`src/rtl/cpu_fetch_pkg.sv`:
```
`default_nettype none
// ============================================================================
// Module      : pc_definitions / fetch_definitions (packages)
// Description : PC-source encoding and fetch slot record shared by the fetch stage.
// Revision    : 1.0 - initial release
// ============================================================================

package pc_definitions;
    typedef enum logic [1:0] {
        PC_INC = 2'b00,
        PC_BR  = 2'b01,
        PC_JAL = 2'b10
    } pc_source_t;
endpackage

package fetch_definitions;
    typedef struct packed {
        logic [31:0] pc;
        logic [31:0] instr;
        logic        filled;
    } fetch_slot_t;

    localparam logic [31:0] NOP_INSTR = 32'h0000_0013;
endpackage

`default_nettype wire

```
`src/rtl/cpu_fetch_slot_buffer.sv`:
```
`default_nettype none
// ============================================================================
// Module      : fetch_slot_buffer
// Description : Circular in-order buffer of fetch slots; allocate on request,
//               fill on response, pop on decode handshake, flush on redirect.
// Revision    : 1.0 - initial release
// ============================================================================

module fetch_slot_buffer
    import fetch_definitions::*;
#(
    parameter int  DEPTH   = 2,
    localparam int c_cnt_w = $clog2(DEPTH + 1)
) (
    input  logic               clk,
    input  logic               rst,
    input  logic               i_flush,
    input  logic               i_alloc,
    input  logic [31:0]        i_alloc_pc,
    input  logic               i_fill,
    input  logic [31:0]        i_fill_data,
    input  logic               i_pop,
    output fetch_slot_t        o_head,
    output logic               o_free,
    output logic [c_cnt_w-1:0] o_unfilled
);

    localparam int c_ptr_w = (DEPTH > 1) ? $clog2(DEPTH) : 1;

    fetch_slot_t        r_slots [DEPTH];
    logic [c_ptr_w-1:0] r_head;
    logic [c_ptr_w-1:0] r_tail;
    logic [c_ptr_w-1:0] r_fill_ptr;
    logic [c_cnt_w-1:0] r_count;
    logic [c_cnt_w-1:0] r_unfilled;
    logic               w_bypass;
    fetch_slot_t        w_head_slot;

    // A response landing in the empty head slot is forwarded straight to decode.
    assign w_bypass    = i_fill && (r_unfilled != '0) && (r_fill_ptr == r_head);
    assign w_head_slot = r_slots[r_head];

    always_comb begin
        o_head        = w_head_slot;
        o_head.instr  = w_head_slot.filled ? w_head_slot.instr : i_fill_data;
        o_head.filled = (r_count != '0) && (w_head_slot.filled || w_bypass);
    end

    assign o_free     = (r_count < c_cnt_w'(DEPTH));
    assign o_unfilled = r_unfilled;

    always_ff @(posedge clk) begin
        if (rst || i_flush) begin
            r_head     <= '0;
            r_tail     <= '0;
            r_fill_ptr <= '0;
            r_count    <= '0;
            r_unfilled <= '0;
            for (int i = 0; i < DEPTH; i++) begin
                r_slots[i].filled <= 1'b0;
            end
        end else begin
            if (i_alloc) begin
                r_slots[r_tail].pc     <= i_alloc_pc;
                r_slots[r_tail].filled <= 1'b0;
                r_tail                 <= r_tail + 1'b1;
            end
            if (i_fill) begin
                r_slots[r_fill_ptr].instr  <= i_fill_data;
                r_slots[r_fill_ptr].filled <= 1'b1;
                r_fill_ptr                 <= r_fill_ptr + 1'b1;
            end
            if (i_pop) begin
                r_head <= r_head + 1'b1;
            end

            case ({i_alloc, i_pop})
                2'b10:   r_count <= r_count + 1'b1;
                2'b01:   r_count <= r_count - 1'b1;
                default: r_count <= r_count;
            endcase

            case ({i_alloc, i_fill})
                2'b10:   r_unfilled <= r_unfilled + 1'b1;
                2'b01:   r_unfilled <= r_unfilled - 1'b1;
                default: r_unfilled <= r_unfilled;
            endcase
        end
    end

endmodule

`default_nettype wire

```
`src/rtl/cpu_fetch.sv`:
```
`default_nettype none
// ============================================================================
// Module      : cpu_fetch
// Description : Instruction-fetch stage: PC, imem request issue, in-order
//               response buffering, redirect handling and wrong-path squash.
// Revision    : 1.0 - initial release
// ============================================================================

module cpu_fetch
    import pc_definitions::*;
    import fetch_definitions::*;
#(
    parameter logic [31:0] RESET_PC = 32'h0000_0000,
    parameter int          DEPTH    = 2
) (
    input  logic        clk,
    input  logic        rst,
    output logic        imem_req_valid,
    input  logic        imem_req_ready,
    output logic [31:0] imem_req_addr,
    input  logic        imem_resp_valid,
    input  logic [31:0] imem_resp_data,
    input  logic        redirect_valid,
    input  logic [1:0]  redirect_src,
    input  logic [31:0] redirect_target,
    output logic        if_valid,
    input  logic        if_ready,
    output logic [31:0] if_instr,
    output logic [31:0] if_pc,
    output logic [31:0] if_pc_plus4
);

    localparam int c_cnt_w  = $clog2(DEPTH + 1);
    localparam int c_drop_w = $clog2(2 * DEPTH + 1);

    logic [31:0]         r_pc;
    logic [c_drop_w-1:0] r_drop_cnt;

    logic                w_redirect;
    logic                w_alloc;
    logic                w_fill;
    logic                w_drop;
    logic                w_pop;
    logic                w_free;
    logic [c_cnt_w-1:0]  w_unfilled;
    logic [c_drop_w-1:0] w_unfilled_ext;
    logic [c_drop_w-1:0] w_resp_ext;
    fetch_slot_t         w_head;

    assign w_redirect = redirect_valid && (redirect_src != PC_INC);

    assign imem_req_valid = !rst && w_free && !redirect_valid;
    assign imem_req_addr  = r_pc;
    assign w_alloc        = imem_req_valid && imem_req_ready;

    // Responses owed to squashed requests are swallowed before any slot sees them.
    assign w_drop = imem_resp_valid && (r_drop_cnt != '0);
    assign w_fill = imem_resp_valid && (r_drop_cnt == '0) && !w_redirect;

    assign if_valid    = !rst && w_head.filled && !redirect_valid;
    assign w_pop       = if_valid && if_ready;
    assign if_instr    = if_valid ? w_head.instr : NOP_INSTR;
    assign if_pc       = if_valid ? w_head.pc : 32'h0000_0000;
    assign if_pc_plus4 = if_valid ? (w_head.pc + 32'd4) : 32'h0000_0004;

    assign w_unfilled_ext = c_drop_w'(w_unfilled);
    assign w_resp_ext     = c_drop_w'(imem_resp_valid);

    fetch_slot_buffer #(
        .DEPTH (DEPTH)
    ) u_slots (
        .clk         (clk),
        .rst         (rst),
        .i_flush     (w_redirect),
        .i_alloc     (w_alloc),
        .i_alloc_pc  (r_pc),
        .i_fill      (w_fill),
        .i_fill_data (imem_resp_data),
        .i_pop       (w_pop),
        .o_head      (w_head),
        .o_free      (w_free),
        .o_unfilled  (w_unfilled)
    );

    always_ff @(posedge clk) begin
        if (rst) begin
            r_pc <= RESET_PC;
        end else if (w_redirect) begin
            r_pc <= {redirect_target[31:2], 2'b00};
        end else if (w_alloc) begin
            r_pc <= r_pc + 32'd4;
        end
    end

    // A response arriving in the redirect cycle is itself discarded, hence the subtraction.
    always_ff @(posedge clk) begin
        if (rst) begin
            r_drop_cnt <= '0;
        end else if (w_redirect) begin
            r_drop_cnt <= r_drop_cnt + w_unfilled_ext - w_resp_ext;
        end else if (w_drop) begin
            r_drop_cnt <= r_drop_cnt - 1'b1;
        end
    end

`ifndef SYNTHESIS
    a_resp_expected : assert property (@(posedge clk) disable iff (rst)
        imem_resp_valid |-> ((w_unfilled != '0) || (r_drop_cnt != '0)))
        else $error("cpu_fetch: imem response with no outstanding request");

    a_src_legal : assert property (@(posedge clk) disable iff (rst)
        redirect_valid |-> (redirect_src != 2'b11))
        else $error("cpu_fetch: illegal redirect_src encoding");
`endif

endmodule

`default_nettype wire

```
`config.mk`:
```
export PLATFORM = sky130hd
export DESIGN_NAME = cpu_fetch
export DESIGN_NICKNAME = d
export VERILOG_FILES = /design/src/rtl/cpu_fetch_pkg.sv /design/src/rtl/cpu_fetch_slot_buffer.sv /design/src/rtl/cpu_fetch.sv
export SDC_FILE = /design/constraint.sdc
export NUM_CORES = 1
export LEC_CHECK = 0
export BUFFER_PORTS_ARGS = -buffer_cell sky130_fd_sc_hd__buf_2
export CORE_MARGIN = 2
export CORE_UTILIZATION = 40
export DETAILED_ROUTE_END_ITERATION = 16
export PLACE_DENSITY = 0.66
export SETUP_SLACK_MARGIN = 0.02
export SYNTH_ARGS = -nofsm -noshare
export SYNTH_HDL_FRONTEND = slang
export SYNTH_SLANG_ARGS = --single-unit
```
`constraint.sdc`:
```
create_clock -name clk -period 4 [get_ports clk]
set_input_delay 0.2 -clock clk [delete_from_list [all_inputs] [get_ports clk]]
set_output_delay 0.2 -clock clk [all_outputs]
set_load 0.01 [all_outputs]
```
==> flow_metrics.py <==
metrics = {
    "status": {
        "status": "completed",
    },
    "logic_synthesis": {
        "ys_ff_latch": 167,
        "yosysTopAreaCell": "edfxtp_1",
        "synth.distinct_cells": 61,
        "synth_top_cell_area_share_pct": 45.0,
        "synthArstFlopShare_pct": 0,
        "synth_area_leaders": "edfxtp_1 (45%), dfxtp_1 (10%), mux2i_1 (7.1%), nor2_1 (5.3%), a211oi_1 (4.5%)",
        "synth_cells": 729,
        "netlist_area_um2": 8270,
        "synth_warnings": 0,
        "ys_seq_area_share_pct": 55.5,
        "synth_edf_count": 124,
        "synthFlopType": "edfxtp_1",
        "syn_avg_cell_area_um2": 11.3,
    },
    "timing": {
        "fin_crit_sh_pct": 88.4,
        "hold_viol_final": 0,
        "slew_viol_final": 0,
        "fmax_mhz": 283,
        "finalSetupTns_ps": 0,
        "max_slew_margin_pct": 35.2,
        "worst_slew_pin_slew_ps": 948,
        "period_needed_ps": 3530,
        "rsz0062_at_grt": "no",
        "skew_ps": 12.2,
        "holdWs_ps": 66.0,
        "setup_viol": 0,
    },
    "grt": {
        "grt_usage_pct": 18.4,
        "gr-total-overflow": 0,
        "grt_pass1_wl_um": 31400,
        "antenna_found_initial": 0,
        "grt_pass1_vias": 5815,
        "grt_max_degree": 84,
    },
    "worst_setup_path": {
        "crit_path_top_delay_cell": "dfxtp_4",
        "required_ps": 3800,
        "r2r_setup_slack_ps": 960,
        "slowest_delay_ps": 700,
        "path_buf_inv": 2,
        "reg2reg_depth": 10,
        "end_kind": "output port",
        "cp_top_family": "simple AND/OR/NAND/NOR gates",
        "worstPathMaxFanout": 46,
        "start_kind": "flop",
        "timing.rr.start": "r_drop_cnt[0]$_SDFFE_PP0P_",
        "r2r-end": "u_slots.r_count[1]$_SDFFE_PP0P_",
        "cp.arrival_ps": 3330,
        "path_cells": "nand4_1, a221oi_1, nand2b_1, buf_4, nor4_1, mux2_2, buf_2",
        "crit_type": "reg -> out",
    },
    "min_path": {
        "min_from": "redirect_target[14]",
        "hp-class": "in -> reg",
        "hold_depth": 3,
        "whs_endpoint": "imem_req_addr[14]$_SDFFE_PP0P_",
    },
    "clocking": {
        "numClockSinks": 167,
        "numCtsBuffers": 17,
        "clk_path_buf_depth": 2,
        "htree_levels": 4,
        "clk_pin_slew_ps": 70,
        "cts.repair.resized": 0,
        "cts_tree": "done",
        "root_buffer": "clkbuf_16",
        "clk-insertion-delay-late_ps": 420,
    },
    "place": {
        "place.gp.congestion": 0.796,
        "hpwl_um": 14300,
        "port_buffers": 193,
    },
    "final_layout": {
        "antenna_cells": 0,
        "syn_to_final_growth_pct": 26.3,
        "nets": 1029,
        "layout-drive-gt1-share_pct": 27.6,
        "n_fill_cell": 1819,
    },
    "floorplanning": {
        "die_height_um": 148,
        "num_io_pins": 202,
        "core_um2": 20200,
        "chipWidth_um": 148,
        "start_util_pct": 40.8,
        "dieArea_um2": 21800,
        "num_rows": 52,
    },
    "power_and_ir_drop": {
        "power_leakage_nw": 3.91,
        "powerDensity_nw_per_um2": 385,
        "ir_drop_mv": 0.292,
    },
    "detailed_routing": {
        "drt-initial-drc-count": 391,
        "first_pass_iters": 4,
        "wl_per_cell_um": 16.6,
        "drt-total-wl_um": 20400,
        "ant_nets": 0,
        "viasPerCell": 5.14,
        "route.detailed.drc": 0,
        "vias": 6318,
    },
    "job": {
        "drv_cap": 0,
    },
}
==> placed cells by master, fill, tap and decap left out, types with 8 or more instances in the layout <==
master / count
a211oi_1: 50
a21oi_1: 9
buf_2: 193
buf_4: 12
clkbuf_16: 17
dfxtp_1: 42
dlygate4sd3_1: 36
edfxtp_1: 124
ha_1: 9
inv_1: 11
inv_6: 9
mux2i_1: 59
nand2_1: 34
nand3_1: 19
nand4_1: 21
nand4b_1: 8
nor2_1: 116
nor3_1: 14
o21ai_0: 15
xnor2_1: 25
xor2_1: 25
==> flip-flops by register name, indices dropped and copies added (netlist names), named ones only <==
| register | cells |
|---|---|
| u_slots.r_slots | 126 |
| imem_req_addr | 30 |
| r_drop_cnt | 3 |
| u_slots.o_unfilled | 2 |
| u_slots.r_count | 2 |
| u_slots.r_fill_ptr | 1 |
| u_slots.r_head | 1 |
| u_slots.r_tail | 1 |
==> what timing repair did <==
| action | 4_1_cts | 5_1_grt |
|---|---|---|
| hold endpoints to repair | 68 | 0 |
| setup buffers | 0 | 0 |
| hold buffers | 36 | 0 |
==> logic make-up (layout without fill, tap and decap cells) <==
logic type	after synthesis	in the layout	synth area share, %
compound gates	107	107	9.49
xor+xnor	50	50	5.30
fa+ha+maj	10	10	1.60
buf+inv	61	287	3.50
flops	167	167	55.5
mux	65	65	7.99
other cells	1	6	0.0454
simple gates	268	268	16.6
==> final cells by class <==
cell class / instances / area [um^2] / area share [%]
clock inverters: 15 / 149 / 1.43
clock buffers: 17 / 425 / 4.07
repair buffers: 242 / 1440 / 13.8
well taps: 270 / 338 / 3.24
multi-input cells: 506 / 3450 / 33.0
inverters: 13 / 53.8 / 0.515
flip-flops and latches: 167 / 4590 / 43.9
==> layer usage <==
layer	track usage, %	wire length, um	vias to the layer above
li1	-	-	3145
met1	26.3	9790	2983
met2	28.7	9350	172
met3	3.33	907	18
met4	5.58	324	0
met5	0	0	-
==> power by group <==
part | internal, mW | leakage, nW | switching, mW
combinational | 0.185 | 2.15 | 0.249
sequential | 1.95 | 1.49 | 0.0733
clock | 0.830 | 0.276 | 0.735
total | 2.96 | 3.91 | 1.06
==> Yosys cell counts (7+ instances only) <==
cell type and number:
nand3_1 19, inv_1 11, clkbuf_1 27, a21oi_1 9
nand4b_1 8, edfxtp_1 124, buf_2 8, mux2i_1 59
nand4_1 21, xor2_1 25, and2_1 7, o21ai_0 15
nor3_1 15, nor2_1 116, xnor2_1 25, buf_4 8
nor4_1 7, ha_1 9, dfxtp_1 43, nand2_1 34
a211oi_1 50
==> worst min-delay path, cell delays in order <==
cell and delay (ps):
buf_2 100, nor2_1 90, a211oi_1 50
==> per-stage QoR <==
| step | util, % | area [um^2] | worst slack [ps] | power [mW] | instances |
|---|---|---|---|---|---|
| floorplan | - | 8280 | 241 | 2.32 | 734 |
| global placement | 47.0 | 9510 | 937 | 2.46 | 1162 |
| detailed placement | 47.0 | 9510 | 908 | 2.47 | 1162 |
| CTS | 51.6 | 10400 | 453 | 4.06 | 1230 |
| global route | 51.6 | 10400 | 179 | 4.19 | 1230 |
| finish | 51.6 | 10400 | 466 | 4.02 | 1230 |
==> how the worst max path moves through the flow <==
| stage | end | slack, ps | cells past startpoint |
|---|---|---|---|
| floorplan | u_slots.r_slots[1][10]$_DFFE_PP_ | 240 | 5 |
| global placement | if_pc_plus4[31] | 940 | 7 |
| detailed placement | if_pc_plus4[31] | 910 | 7 |
| CTS | if_pc_plus4[31] | 450 | 7 |
| global route | if_pc_plus4[31] | 180 | 7 |
| finish | if_pc_plus4[31] | 470 | 7 |
No activity file was read; power rests on OpenSTA's default activity.
